`src/rtl/panel_pkg.sv`:
```
// panel_pkg: shared panel geometry, capture FSM states and pixel indexing
package panel_pkg;
  localparam int N_COLS_D = 7;
  localparam int N_ROWS_D = 5;
  typedef enum logic [1:0] {HUNT, WAIT, COMMIT} state_t;
  function automatic int pix_idx(input int c, input int r, input int n_rows = N_ROWS_D);
    return c * n_rows + r;
  endfunction
endpackage

```
`src/rtl/panel_frame_capture_col_decode.sv`:
```
// col_decode: normalise column polarity and classify the code as none, one-hot or multi
module col_decode #(
  parameter int N_COLS = 7,
  parameter int COL_ACTIVE_LOW = 0
) (
  input  logic [N_COLS-1:0] col,
  output logic [N_COLS-1:0] code,
  output logic              valid,
  output logic              multi,
  output logic              none,
  output logic [2:0]        index
);
  always_comb begin
    code = COL_ACTIVE_LOW != 0 ? ~col : col;
    index = '0;
    for (int i = 0; i < N_COLS; i++) if (code[i]) index = 3'(i);
  end
  assign none = code == '0;
  assign multi = (code & (code - N_COLS'(1))) != '0;
  assign valid = !none && !multi;
endmodule

```
`src/rtl/panel_frame_capture.sv`:
```
// panel_frame_capture: rebuild the multiplexed panel frame from column/row scan lines
module panel_frame_capture
  import panel_pkg::*;
#(
  parameter int N_COLS = N_COLS_D,
  parameter int N_ROWS = N_ROWS_D,
  parameter int SETTLE = 4,
  parameter int COL_ACTIVE_LOW = 0
) (
  input  logic                     clk,
  input  logic                     rst,
  input  logic [N_COLS-1:0]        col,
  input  logic [N_ROWS-1:0]        row,
  output logic [N_COLS*N_ROWS-1:0] frame,
  output logic                     frame_valid,
  output logic                     frame_changed,
  output logic                     col_err,
  output logic [2:0]               cur_col
);
  localparam int W = N_COLS * N_ROWS;
  logic [N_COLS-1:0] col_s1, col_s2, prev, code;
  logic [N_ROWS-1:0] row_s1, row_s2;
  logic valid, multi, none, stable;
  logic [2:0] index, exp_col;
  logic [3:0] cnt, run;
  logic [W-1:0] shadow;
  state_t state;

  function automatic logic [W-1:0] put(input logic [W-1:0] s, input logic [2:0] c, input logic [N_ROWS-1:0] r);
    logic [W-1:0] m = W'({N_ROWS{1'b1}}) << pix_idx(int'(c), 0, N_ROWS);
    return (s & ~m) | (W'(r) << pix_idx(int'(c), 0, N_ROWS));
  endfunction

  col_decode #(.N_COLS(N_COLS), .COL_ACTIVE_LOW(COL_ACTIVE_LOW)) u_dec (
    .col(col_s2), .code, .valid, .multi, .none, .index
  );

  // run = cycles the current code has already been held; fires stable exactly once per hold
  always_comb begin
    run = code != prev ? 4'd0 : cnt == 4'd15 ? cnt : cnt + 4'd1;
    stable = !none && run == 4'(SETTLE - 1);
  end

  always_ff @(posedge clk) begin
    frame_valid <= 1'b0;
    frame_changed <= 1'b0;
    col_err <= 1'b0;
    if (rst) begin
      col_s1 <= {N_COLS{COL_ACTIVE_LOW != 0}};
      col_s2 <= {N_COLS{COL_ACTIVE_LOW != 0}};
      row_s1 <= '0;
      row_s2 <= '0;
      prev <= '0;
      cnt <= '0;
      shadow <= '0;
      frame <= '0;
      cur_col <= '0;
      exp_col <= '0;
      state <= HUNT;
    end else begin
      col_s1 <= col;
      col_s2 <= col_s1;
      row_s1 <= row;
      row_s2 <= row_s1;
      prev <= code;
      cnt <= run;
      case (state)
        HUNT: if (stable && valid && index == '0) begin
          shadow <= put('0, 3'd0, row_s2);
          cur_col <= '0;
          exp_col <= 3'd1;
          state <= WAIT;
        end
        // re-settling on the column just sampled (after a short glitch) is not a new column
        WAIT: if (stable && !(valid && index == cur_col)) begin
          if (!multi && index == exp_col) begin
            shadow <= put(shadow, index, row_s2);
            cur_col <= index;
            exp_col <= exp_col + 3'd1;
            if (exp_col == 3'(N_COLS - 1)) state <= COMMIT;
          end else begin
            col_err <= 1'b1;
            shadow <= valid && index == '0 ? put('0, 3'd0, row_s2) : '0;
            if (valid && index == '0) begin
              cur_col <= '0;
              exp_col <= 3'd1;
            end else state <= HUNT;
          end
        end
        default: begin
          frame <= shadow;
          frame_valid <= 1'b1;
          frame_changed <= shadow != frame;
          exp_col <= '0;
          state <= WAIT;
        end
      endcase
    end
  end
endmodule

```
`config.mk`:
```
export PLATFORM = sky130hd
export DESIGN_NAME = panel_frame_capture
export DESIGN_NICKNAME = d
export VERILOG_FILES = /design/src/rtl/panel_pkg.sv /design/src/rtl/panel_frame_capture_col_decode.sv /design/src/rtl/panel_frame_capture.sv
export SDC_FILE = /design/constraint.sdc
export NUM_CORES = 1
export LEC_CHECK = 0
export ABC_CLOCK_PERIOD_IN_PS = 4000
export CAP_MARGIN = 5
export CORE_MARGIN = 2
export CORE_UTILIZATION = 25
export DETAILED_ROUTE_END_ITERATION = 7
export PLACE_DENSITY_LB_ADDON = 0.12
export SLEW_MARGIN = 20
export SYNTH_ARGS = -nofsm -noshare
export SYNTH_HDL_FRONTEND = slang
export SYNTH_SLANG_ARGS = --single-unit
```
`constraint.sdc`:
```
create_clock -name clk -period 4 [get_ports clk]
set_input_delay 0.8 -clock clk [delete_from_list [all_inputs] [get_ports clk]]
set_output_delay 0.8 -clock clk [all_outputs]
set_load 0.01 [all_outputs]
```
==> results.md, run 1 <==
- Count of hold-fix buffers inserted at cts: 0
- Final critical-path share of the clock period: 0.777
- Leading cell type in the layout, fill and taps excluded: dfxtp_1
- Gp weighted congestion: just under 0.8
- Number of hold violations in the final report: 0
- Setup slack, reg-to-reg: roughly 0.89 ns
- Initial detailed-routing violation count: ~250
- Grt total ovfl: 0
- Most used flip-flop cell after synthesis: dfxtp_1
- Final count of pins violating max slew: 0
- Pin count of the biggest net entering global routing: 96
- Cells on worst reg2reg path: 10
- Element type at the critical path start: flip-flop
- DR vias: slightly below 4k
- R2R Path End: shadow[33]$_SDFFE_PP0P_
- Number of antenna violations at the first check in global routing: 0
- RSZ-0062 raised after global routing: false
- CTS clock-pin slew for the worst setup and hold paths: ~0.050 ns
- Via density: 4.49
- Starting density of the core: 0.254
- Largest buffer count on any clock path: 2
- Kind of capture point of the worst setup path: flip-flop
- Maximum net fanout on the critical path: 24
- Clk Latency, worst-skew pair: 0.41 ns
- Worst Hold Launch: col_s1[1]$_SDFF_PP0_
- Post-Synthesis Mean Instance Area: 9.45 um^2
- Number of enable flip-flop cells after synthesis: 0
- Finished Core Util: 0.321
- Time the final worst path needs with I/O delays and setup: between 3 and 4 ns
- Sequential area share after synthesis: 0.452
- Final hold slack: 0.433 ns
- Post-cts repair resize count: 0
- Result of the run: complete, no violations
- Net Count, Synth: 560
- Num Clock Sinks: 116
- Worst EP required: 4.33 ns
- Detail-routed net length per standard cell: between 15 and 20 um
- Maximum vdd ir drop: 0.282 mV
- Worst Clk Skew: 0.0102 ns
- Hold Crit Depth: 1
- Vias in the first global route: between 3k and 4k
- Endpoints failing setup: 0
- Number of H-tree levels: 4
- Root cell of the clock tree: clkbuf_16
- HP Class: flip-flop to flip-flop
- HPWL Detailed: around 9200 um
- Worst hold endpoint: col_s2[1]$_SDFF_PP0_
- Number of clock buffers inserted by TritonCTS: 17
- Vertical extent of the die: 147 um
- Diode insertion count for antenna repair: 0
- Tot GR Track Use: 0.127
- Max-cap check violation count: 0
- Setup repair bufs after CTS: 0
- Number of cells after detailed placement: around 840
- Beginning of the critical path: col_s2[4]$_SDFF_PP0_
- Count of state elements after synthesis: 116
- Share of post-route cells with drive strength above 1: 0.0935
- Rel. slew slack: 0.372
- Number of iterations in the first detailed-routing pass: 4
- Core region area: 0.0202 mm^2
- Share of async-settable or async-resettable flops after synthesis: 0
- Count of cell types in the netlist: just under 60
- IO buf count: 54
- CP Data Arrival Time: 3.44 ns
- Power density relative to cell area: 431 mW/mm^2
- Antenna Nets Post-Route: 0
- Synthesized instance count: between 500 and 600
- Final WL: 13200 um
- Rows: 52
- Total Die Area: 0.0217 mm^2
- R2r startpoint: col_s2[4]$_SDFF_PP0_
- Post-layout net count: between 600 and 700
- Reported leakage power: about 2.4 nW
- Number of warnings printed during yosys synthesis: 0
- Final cell count without fillers: 869
- First-pass GRT wire length: ~21000 um
- Commonest non-fill, non-tap cells in the layout: dfxtp_1 (115), nor2_1 (56), clkdlybuf4s50_1 (53), xor2_1 (40), mux2i_1 (37)
- Area added between synthesis and finish: 26.1%
- I/O Pins: 55
- Clock tree from TritonCTS: done
- Worst-Margin Slew: 0.941 ns
- Cell area after technology mapping: just over 0.005 mm^2
- Horizontal extent of the die: between 100 and 150 um
- Startpoint-to-endpoint class of the critical path: flip-flop to flip-flop
- Peak clock frequency supported by timing: 322 MHz
- # DRC: 0
- Accumulated negative setup slack: 0 ns
[synthesized netlist by cell type, types with 2 or more instances]
cell type | instances | area [um^2]
buf_2 | 3 | 15.0
buf_1 | 6 | 22.5
or3_1 | 2 | 12.5
and2_1 | 2 | 12.5
nand4_1 | 3 | 18.8
buf_4 | 2 | 15.0
inv_1 | 11 | 41.3
o31a_1 | 2 | 17.5
a211oi_2 | 2 | 25.0
nand2_1 | 9 | 33.8
ha_1 | 3 | 37.5
nor4_1 | 10 | 62.6
o31ai_1 | 2 | 15.0
buf_6 | 4 | 45.0
xnor2_1 | 5 | 43.8
or4_1 | 2 | 15.0
nor3_2 | 2 | 20.0
xor2_1 | 40 | 350
a31oi_1 | 3 | 18.8
a211oi_1 | 2 | 15.0
a211o_1 | 3 | 26.3
nor2_1 | 56 | 210
nand3_1 | 34 | 170
nand2b_1 | 12 | 75.1
clkbuf_1 | 18 | 67.6
nand4b_1 | 2 | 17.5
o32ai_1 | 5 | 43.8
a21o_1 | 7 | 52.6
mux2i_1 | 37 | 370
a2111oi_0 | 2 | 17.5
dfxtp_1 | 116 | 2320
nor2b_1 | 35 | 219
a2111oi_4 | 3 | 82.6
a21oi_1 | 36 | 180
o21ai_0 | 29 | 145
nor3b_1 | 2 | 15.0
nor3_1 | 10 | 50.1
[critical path, stage by stage (launching register included)]
cell and delay [ns]:
dfxtp_1 0.61, nor3b_1 0.12, or4_4 0.52, a21oi_2 0.25, o211ai_1 0.28, buf_4 0.25
buf_4 0.16, a2111oi_4 0.20, buf_4 0.33, nand3_1 0.11, a21oi_1 0.19
[worst max-delay path by stage]
stage | to | slack, ns | cells past startpoint
floorplan | cur_col[0]$_SDFFE_PP0P_ | 1.46 | 8
global placement | shadow[31]$_SDFFE_PP0P_ | 0.73 | 8
detailed placement | shadow[33]$_SDFFE_PP0P_ | 0.92 | 10
CTS | shadow[33]$_SDFFE_PP0P_ | 0.89 | 10
global route | shadow[25]$_SDFFE_PP0P_ | 0.65 | 7
finish | shadow[33]$_SDFFE_PP0P_ | 0.89 | 10
[power by group]
| group | internal, mW | total (mW) | switching, mW |
|---|---|---|---|
| combinational | 0.0458 | 0.108 | 0.0625 |
| sequential | 1.17 | 1.19 | 0.0216 |
| clock | 0.967 | 1.49 | 0.524 |
| total | 2.18 | 2.79 | 0.608 |
[stage by stage]
step	instance area (um^2)	worst slack (ns)	power [mW]
2_1_floorplan	5130	1.46	1.29
3_3_place_gp	5860	0.729	1.33
3_5_place_dp	5880	0.920	1.33
4_1_cts	6470	0.894	2.83
5_1_grt	6470	0.647	2.91
6_report	6470	0.892	2.79
[cells by family after synthesis]
logic type / Yosys count / synth area share
multiplexers: 37 / 0.0722
flip-flops: 116 / 0.452
buffers and inverters: 45 / 0.0412
XOR/XNOR: 45 / 0.0768
AO/OA/AOI/OAI: 104 / 0.145
AND/OR/NAND/NOR: 192 / 0.203
adder cells (fa/ha/maj): 4 / 0.00951
[per-layer routing]
metal / share of wire / routed length, um / vias to the layer above / track usage
met5: 0 / 0 / - / 0
met4: 0.011 / 144 / 0 / 0.0462
met3: 0.028 / 370 / 12 / 0.0314
met2: 0.44 / 5780 / 67 / 0.190
met1: 0.52 / 6930 / 1834 / 0.178
li1: - / - / 1992 / -
[final cells by class]
cell class              instances  area [um^2]
repair buffers                 59          576
inverters                      11         41.3
clock buffers                  25          526
flip-flops and latches        116         2320
multi-input cells             382         2600
clock inverters                 6         67.6
fillers                      2132        13700
well taps                     270          338
[flip-flops by register name, indices dropped and copies added, names as in the netlist]
signal / flops
frame: 35
shadow: 35
col_s1: 7
col_s2: 7
prev: 7
row_s1: 5
row_s2: 5
cnt: 4
cur_col: 3
exp_col: 3
state: 2
col_err: 1
frame_changed: 1
frame_valid: 1
(Power assumes the default switching activity.)
==> run 2: changes to the inputs <==
ABC_CLOCK_PERIOD_IN_PS = 3100   (was 4000)
clock period = 3.1 ns   (was 4 ns; I/O delays follow)
==> results.md, run 2 (same netlist as run 1, synthesis figures left out) <==
- Maximum vdd ir drop: 0.353 mV (+25%)
- HP Class: flip-flop to flip-flop
- Tot GR Track Use: 0.129 (+0.00201)
- Cell area after layout: 0.00651 mm^2 (+0.66%)
- CTS clock-pin slew for the worst setup and hold paths: 0.06 ns (about the same)
- Peak clock frequency supported by timing: 353 MHz (+9.6%)
- Gp weighted congestion: 0.795 (+0.39%)
- Time the final worst path needs with I/O delays and setup: 2.84 ns (-0.271 ns)
- Fraction of power spent switching nets: 0.217 (-0.000319)
- Sequential cell area in the final layout: 0.00232 mm^2 (unchanged)
- Post-layout net count: 608 (+0.66%)
- Core region area: 0.0202 mm^2 (unchanged)
- Number of clock buffers inserted by TritonCTS: 17 (unchanged)
- Delay-heaviest family, CP: simple AND/OR/NAND/NOR gates
- PnR Total Power: 3.70 mW (+33%)
- Final hold slack: 0.427 ns (-0.00618 ns)
- Critical path buffer and inverter count: 0 (-3)
- Internal Dissipation: 2.90 mW (+33%)
- Number of antenna violations at the first check in global routing: 0 (unchanged)
- Diode insertion count for antenna repair: 0 (unchanged)
- Pin count of the biggest net entering global routing: 98 (+2.1%)
- Via density: 4.54 (+1.1%)
- Post-cts repair resize count: 0 (unchanged)
- Power density relative to cell area: 569 mW/mm^2 (+32%)
- Worst Clk Skew: 0.00924 ns (-0.000979 ns)
- CP Data Arrival Time: 3.17 ns (-0.27 ns)
- Placed standard-cell area: 0.00591 mm^2 (+0.51%)
- Number of H-tree levels: 4 (unchanged)
- Largest buffer count on any clock path: 2 (unchanged)
- Power share of the clock group: 0.546 (+0.012)
- Worst EP required: 3.43 ns (-0.90 ns)
- Kind of capture point of the worst setup path: flip-flop
- Antenna Nets Post-Route: 0 (unchanged)
- I/O Pins: 55 (unchanged)
- Worst-Margin Slew: 1.02 ns (+0.0752 ns)
- Total Die Area: 0.0217 mm^2 (unchanged)
- Detail-routed net length per standard cell: 15.4 um (+1.0%)
- DR vias: 3972 (+1.7%)
- Sequential group share of total power: 0.415 (-0.012)
- Commonest non-fill, non-tap cells in the layout: dfxtp_1 (115), nor2_1 (56), clkdlybuf4s50_1 (53), xor2_1 (40), mux2i_1 (37)
- Finished Core Util: 0.323 (+0.00211)
- Grt total ovfl: 0 (unchanged)
- Reported leakage power: 2.45 nW (+0.98%)
- Final cell count without fillers: 874 (+0.58%)
- Rows: 52 (unchanged)
- Clk Latency, worst-skew pair: 0.41 ns (about the same)
- Endpoints failing setup: 0 (unchanged)
- Leading cell type in the layout, fill and taps excluded: dfxtp_1
- Largest registers in the final layout: frame (35), shadow (35)
- Largest incremental delay on the critical path: 0.42 ns (-0.19 ns)
- Clock tree from TritonCTS: done
- RSZ-0062 raised after global routing: false
- IO buf count: 54 (unchanged)
- Vias in the first global route: 3870 (+1.5%)
- Result of the run: complete, no violations
- First-pass GRT wire length: 21700 um (+1.3%)
- Worst setup slack after placement: 0.251 ns (-0.669 ns)
- Vertical extent of the die: 147 um (unchanged)
- Number of cells after detailed placement: 842 (+0.48%)
- Combinational Power Share: 0.040 (about the same)
- Number of hold violations in the final report: 0 (unchanged)
- Slowest stage cell on the critical path: or4_1
- Fillers: 2140 (+0.38%)
- Maximum net fanout on the critical path: 7 (-71%)
- Setup WS post-layout: 0.263 ns (-0.629 ns)
- Initial detailed-routing violation count: 301 (+20%)
- Reported net switching power: 0.805 mW (+32%)
- Rel. slew slack: 0.322 (-0.0501)
- Final critical-path share of the clock period: 0.915 (+0.138)
- CP cell instances: ha_1, xor2_1, nor4b_1, nand4_2, or2_4, a221o_2, or4_1, a21oi_1
- Horizontal extent of the die: 147 um (unchanged)
- # DRC: 0 (unchanged)
- Element type at the critical path start: flip-flop
- Area added between synthesis and finish: 26.9%
- Num Clock Sinks: 116 (unchanged)
- Starting density of the core: 0.254 (unchanged)
- Count of hold-fix buffers inserted at cts: 0 (unchanged)
- Root cell of the clock tree: clkbuf_16
- Setup repair bufs after CTS: 0 (unchanged)
- Final WL: 13400 um (+1.6%)
- Startpoint-to-endpoint class of the critical path: flip-flop to flip-flop
- HPWL Detailed: 9210 um (-0.11%)
- Number of iterations in the first detailed-routing pass: 4 (unchanged)
- Final count of pins violating max slew: 0 (unchanged)
- Accumulated negative setup slack: 0 ns (unchanged)
- Share of post-route cells with drive strength above 1: 0.0960 (+0.00254)
- Max-cap check violation count: 0 (unchanged)
- Footprint of the multi-input gates: 0.00260 mm^2 (unchanged)
run 2: cell types whose count changed in the layout (fill, tap and decap cells not counted):
cell	previous run	this run
buf_4	6	10
clkbuf_8	7	3
clkinv_2	1	2
bufinv_16	1	3
clkbuf_1	1	4
clkinv_4	2	1
run 2: path summary, 6_finish.rpt:
kind	cells after the start	endpoint	from	slack, ns
worst max-delay path	8	cur_col[0]$_SDFFE_PP0P_	cnt[0]$_SDFF_PP0_	0.26
worst min-delay path	1	col_s2[6]$_SDFF_PP0_	col_s1[6]$_SDFF_PP0_	0.43
worst max register to register	8	cur_col[0]$_SDFFE_PP0P_	cnt[0]$_SDFF_PP0_	0.26
worst min register to register	1	col_s2[6]$_SDFF_PP0_	col_s1[6]$_SDFF_PP0_	0.43
run 2: power by group through the flow:
stage,sequential (mW),combinational (mW),clock [mW]
final,1.54,0.147,2.02
after CTS,1.54,0.148,2.07
after global placement,1.57,0.147,0
after global routing,1.54,0.164,2.14
after floorplan,1.55,0.118,0
after detailed placement,1.57,0.148,0
run 2: cell type report:
cell class,count,area share
Clock buffer,24,0.0740
Multi-Input combinational cell,382,0.399
Clock inverter,8,0.0190
Inverter,11,0.00634
Timing Repair Buffer,63,0.0930
Sequential cell,116,0.357
Tap cell,270,0.0519
run 2: metal layers:
metal  track usage  part of all wire  vias up
li1              -                 -     2005
met1         0.183              0.52     1900
met2         0.193              0.44       60
met3        0.0304             0.033        7
met4        0.0447             0.010        0
met5             0                 0        -
==> run 3: changes to the inputs <==
CORE_MARGIN = 4   (was 2)
==> results.md, run 3 (same netlist as run 1, synthesis figures left out) <==
- Hold Crit Depth: 1 (unchanged)
- Gp weighted congestion: 0.792 (-0.29%)
- Largest buffer count on any clock path: 2 (unchanged)
- Reported net switching power: 0.754 mW (-6.3%)
- Critical path capture point: shadow[3]$_SDFFE_PP0P_
- Element type at the critical path start: flip-flop
- Worst Clk Skew: 0.00798 ns (-0.00125 ns)
- Detail-routed net length per standard cell: 15.3 um (-0.62%)
- RSZ-0062 raised after global routing: false
- Antenna Nets Post-Route: 0 (unchanged)
- Maximum vdd ir drop: 0.354 mV (+0.44%)
- Combinational Power Share: 0.043 (+0.003)
- HP Class: flip-flop to flip-flop
- Diode insertion count for antenna repair: 0 (unchanged)
- Area added between synthesis and finish: 26.1%
- Number of hold violations in the final report: 0 (unchanged)
- Final critical-path share of the clock period: 0.916 (about the same)
- Power share of the clock group: 0.515 (-0.031)
- Footprint of the multi-input gates: 0.00261 mm^2 (+0.24%)
- CP cell instances: or4_1, o21ai_0, inv_1, a2111oi_4, a221o_2, nor3b_2, a21o_1
- Core region area: 0.0202 mm^2 (+0.32%)
- First-pass GRT wire length: 21500 um (-0.64%)
- Final WL: 13300 um (-0.62%)
- Commonest non-fill, non-tap cells in the layout: dfxtp_1 (115), nor2_1 (56), clkdlybuf4s50_1 (53), xor2_1 (40), mux2i_1 (37)
- Peak clock frequency supported by timing: 352 MHz (about the same)
- Internal Dissipation: 2.72 mW (-6.0%)
- Num Clock Sinks: 116 (unchanged)
- Worst EP required: 3.40 ns (-0.03 ns)
- Max-cap check violation count: 0 (unchanged)
- Cells on worst reg2reg path: 7 (-1)
- Reported leakage power: 2.43 nW (-0.81%)
- Horizontal extent of the die: 151 um (+2.7%)
- Via density: 4.56 (+0.28%)
- Time the final worst path needs with I/O delays and setup: 2.84 ns (+0.00150 ns)
- Kind of capture point of the worst setup path: flip-flop
- Sequential cell area in the final layout: 0.00232 mm^2 (unchanged)
- Number of antenna violations at the first check in global routing: 0 (unchanged)
- HPWL Detailed: 9260 um (+0.51%)
- Endpoints failing setup: 0 (unchanged)
- Result of the run: complete, no violations
- Number of H-tree levels: 4 (unchanged)
- Worst-Margin Slew: 0.921 ns (-0.0955 ns)
- Startpoint-to-endpoint class of the critical path: flip-flop to flip-flop
- Rows: 52 (unchanged)
- Root cell of the clock tree: clkbuf_16
- Tot GR Track Use: 0.123 (-0.00651)
- Post-layout net count: 611 (+0.49%)
- Largest registers in the final layout: frame (35), shadow (35)
- Setup slack, reg-to-reg: 0.26 ns (about the same)
- Final count of pins violating max slew: 0 (unchanged)
- Final hold slack: 0.433 ns (+0.00635 ns)
- CP Data Arrival Time: 3.13 ns (-0.04 ns)
- Count of hold-fix buffers inserted at cts: 0 (unchanged)
- IO buf count: 54 (unchanged)
- Largest incremental delay on the critical path: 0.58 ns (+0.16 ns)
- CTS clock-pin slew for the worst setup and hold paths: 0.05 ns (about the same)
- Number of clock buffers inserted by TritonCTS: 17 (unchanged)
- Grt total ovfl: 0 (unchanged)
- Share of post-route cells with drive strength above 1: 0.0960 (unchanged)
- Pin count of the biggest net entering global routing: 89 (-9.2%)
- Power density relative to cell area: 538 mW/mm^2 (-5.5%)
- Beginning of the critical path: col_s2[5]$_SDFF_PP0_
- DR vias: 3983 (+0.28%)
- # DRC: 0 (unchanged)
- Clock tree from TritonCTS: done
- Vertical extent of the die: 151 um (+2.7%)
- Starting density of the core: 0.254 (-0.000818)
- R2R Path End: shadow[3]$_SDFFE_PP0P_
- I/O Pins: 55 (unchanged)
- Rel. slew slack: 0.386 (+0.0637)
- Initial detailed-routing violation count: 170 (-44%)
- Number of iterations in the first detailed-routing pass: 4 (unchanged)
- R2r startpoint: col_s2[5]$_SDFF_PP0_
- Leading cell type in the layout, fill and taps excluded: dfxtp_1
- Clk Latency, worst-skew pair: 0.41 ns (about the same)
- Fraction of power spent switching nets: 0.217 (-0.000650)
- PnR Total Power: 3.48 mW (-6.1%)
- Total Die Area: 0.0229 mm^2 (+5.5%)
- Fillers: 2070 (-3.3%)
- Accumulated negative setup slack: 0 ns (unchanged)
- Sequential group share of total power: 0.442 (+0.027)
- Maximum net fanout on the critical path: 13 (+6)
- Vias in the first global route: 3931 (+1.6%)
- Slowest stage cell on the critical path: a2111oi_4
==> run 3: routing by layer <==
metal / wire length, um / global-route usage / vias to the layer above
met4: 155 / 0.0431 / 0
met2: 5970 / 0.184 / 66
li1: - / - / 2001
met3: 479 / 0.0338 / 9
met5: 0 / 0 / -
met1: 6740 / 0.169 / 1907
==> run 3: worst min-delay path by stage <==
| stage | end | slack [ns] | start |
|---|---|---|---|
| after floorplan | col_s2[0]$_SDFF_PP0_ | 0.41 | col_s1[0]$_SDFF_PP0_ |
| after global placement | col_s2[2]$_SDFF_PP0_ | 0.42 | col_s1[2]$_SDFF_PP0_ |
| after detailed placement | col_s2[0]$_SDFF_PP0_ | 0.42 | col_s1[0]$_SDFF_PP0_ |
| after CTS | col_s2[3]$_SDFF_PP0_ | 0.44 | col_s1[3]$_SDFF_PP0_ |
| after global routing | col_s2[3]$_SDFF_PP0_ | 0.46 | col_s1[3]$_SDFF_PP0_ |
| final | row_s2[4]$_SDFF_PP0_ | 0.43 | row_s1[4]$_SDFF_PP0_ |
==> run 3: critical path, delay by kind of cell (launching register included) <==
kind / cells / cell delay [ns]
DFF: 1 / 0.45
buffers and inverters: 1 / 0.14
and+or+nand+nor: 2 / 0.61
AOI/OAI and AO/OA: 4 / 1.53
==> run 3: per-stage QoR <==
step / setup slack, ns / cells / util / cell area [um^2]
2_1_floorplan: 0.561 / 543 / - / 5130
3_3_place_gp: 0.160 / 843 / 0.292 / 5910
3_5_place_dp: 0.163 / 843 / 0.292 / 5910
4_1_cts: 0.140 / 872 / 0.319 / 6450
5_1_grt: 0.00428 / 874 / 0.320 / 6470
6_report: 0.262 / 874 / 0.320 / 6470
==> run 3: power by group through the flow <==
stage | logic, mW | clock network (mW) | registers, mW
2_1_floorplan | 0.118 | 0 | 1.55
3_3_place_gp | 0.151 | 0 | 1.57
3_5_place_dp | 0.152 | 0 | 1.57
4_1_cts | 0.152 | 1.85 | 1.54
5_1_grt | 0.169 | 1.92 | 1.54
6_report | 0.151 | 1.79 | 1.54
==> run 3: timing repair <==
| item | in CTS | in global routing |
|---|---|---|
| setup buffers | 0 | 2 |
| resized for setup | 0 | 1 |
| setup endpoints to repair | 0 | 23 |
==> run 3: layout make-up <==
cell class / instances / share of cell area
Sequential cell: 116 / 0.359
Clock inverter: 4 / 0.00773
Clock buffer: 25 / 0.0750
Timing Repair Buffer: 66 / 0.0971
Multi-Input combinational cell: 382 / 0.403
Tap cell: 270 / 0.0522
Inverter: 11 / 0.00638
==> patch: new RTL, flow settings as in run 3 <==
The 3 states of `state_t` get a one-hot encoding in 3 bits.
--- a/src/rtl/panel_pkg.sv
+++ b/src/rtl/panel_pkg.sv
@@ -4,3 +4,3 @@
   localparam int N_ROWS_D = 5;
-  typedef enum logic [1:0] {HUNT, WAIT, COMMIT} state_t;
+  typedef enum logic [2:0] {HUNT = 3'b001, WAIT = 3'b010, COMMIT = 3'b100} state_t;
   function automatic int pix_idx(input int c, input int r, input int n_rows = N_ROWS_D);
Formal check against the unedited RTL: same outputs for any inputs over 10 cycles, from zero or initial values and one cycle with rst high; not proved beyond that.
==> patch against run 3 <==
- clock skew up 0.00099 ns
- final cell count up 1.4%
- sequential cell count rose by 1
- highest routed layer unchanged
- setup slack got worse by 0.049 ns
- non-clock buffer count decreased by 2
- routed wire length is 5.1% higher
- synthesized area shrank 3.2%
- global-route usage increased by 0.89 points
- final area decreased by 0.44%
- critical endpoint is now cur_col[0]
Power is not compared: it rests on default switching activity, and its combinational part moved more than twofold at a synthesized area within 25%.
==> patch: results (changes against run 3) <==
status=complete, no violations; met1 WL=6.69 mm (-0.86%); Inst Count DP=854 (+1.3%); Synth cell types=54 (-6.9%); Crit Reg-Reg Endpoint=cur_col[0]; final net count=625 (+2.3%); Sequential cell area=2340 sq um (+0.86%); non-clk buf share=9.52% (-0.19 points); Setup crit start=col_s2[3]; CORE AREA=19500 sq um (-3.5%); clk_buf instances=20 (-20%); inverters=14 (+3); multi-input logic area=2450 sq um (-6.1%); final wirelength=14.0 mm (+5.1%); Signal buffers=64 (-3.0%); count of multi-input gates=394 (+3.1%); hold path start=col_s1[5]; Hold WS=0.432 ns (-0.00108 ns); fin cells=886 (+1.4%); largest net degree at the start of global routing=38 (-57%); dpl ws=0.171 ns (+0.00774 ns); DP Area=5780 sq um (-2.3%); Worst Tran Pin Value=0.712 ns (-0.209 ns); layout cells sized above 1=8.70% (-0.91 points); family with the most delay on the worst path=simple AND/OR/NAND/NOR gates; Critical Path Fanout Max=12 (-1); syn_area_per_cell=8.97 sq um (-5.1%); first-pass GRT wire length=22.7 mm (+5.3%); Vias=4124 (+3.5%)
-- patch: cell count changes in the layout (fill, tap and decap cells not counted), sizes merged, moves of 6 or more --
cell | run 3 | this run
nand2b | 12 | 6
nand3 | 34 | 7
nor2 | 57 | 20
o21a | 0 | 6
o21ai | 29 | 12
mux2i | 37 | 2
o2111ai | 0 | 6
a22o | 0 | 21
a21oi | 37 | 54
nand2 | 9 | 89
-- patch: what timing repair did --
action / 4_1_cts / 5_1_grt
buffers inserted: 0 / 0
gates resized for setup: 0 / 2
endpoints found under the setup margin: 0 / 8
-- patch: kinds of logic (layout without fill, tap and decap cells) --
kind of cell | count (synthesis) | after routing | synth area share (%)
compound gates | 130 | 130 | 18.1
xor+xnor | 48 | 48 | 8.46
fa+ha+maj | 4 | 4 | 0.982
buf+inv | 43 | 110 | 3.80
flops | 117 | 117 | 47.2
mux | 4 | 4 | 0.856
simple gates | 208 | 208 | 20.7
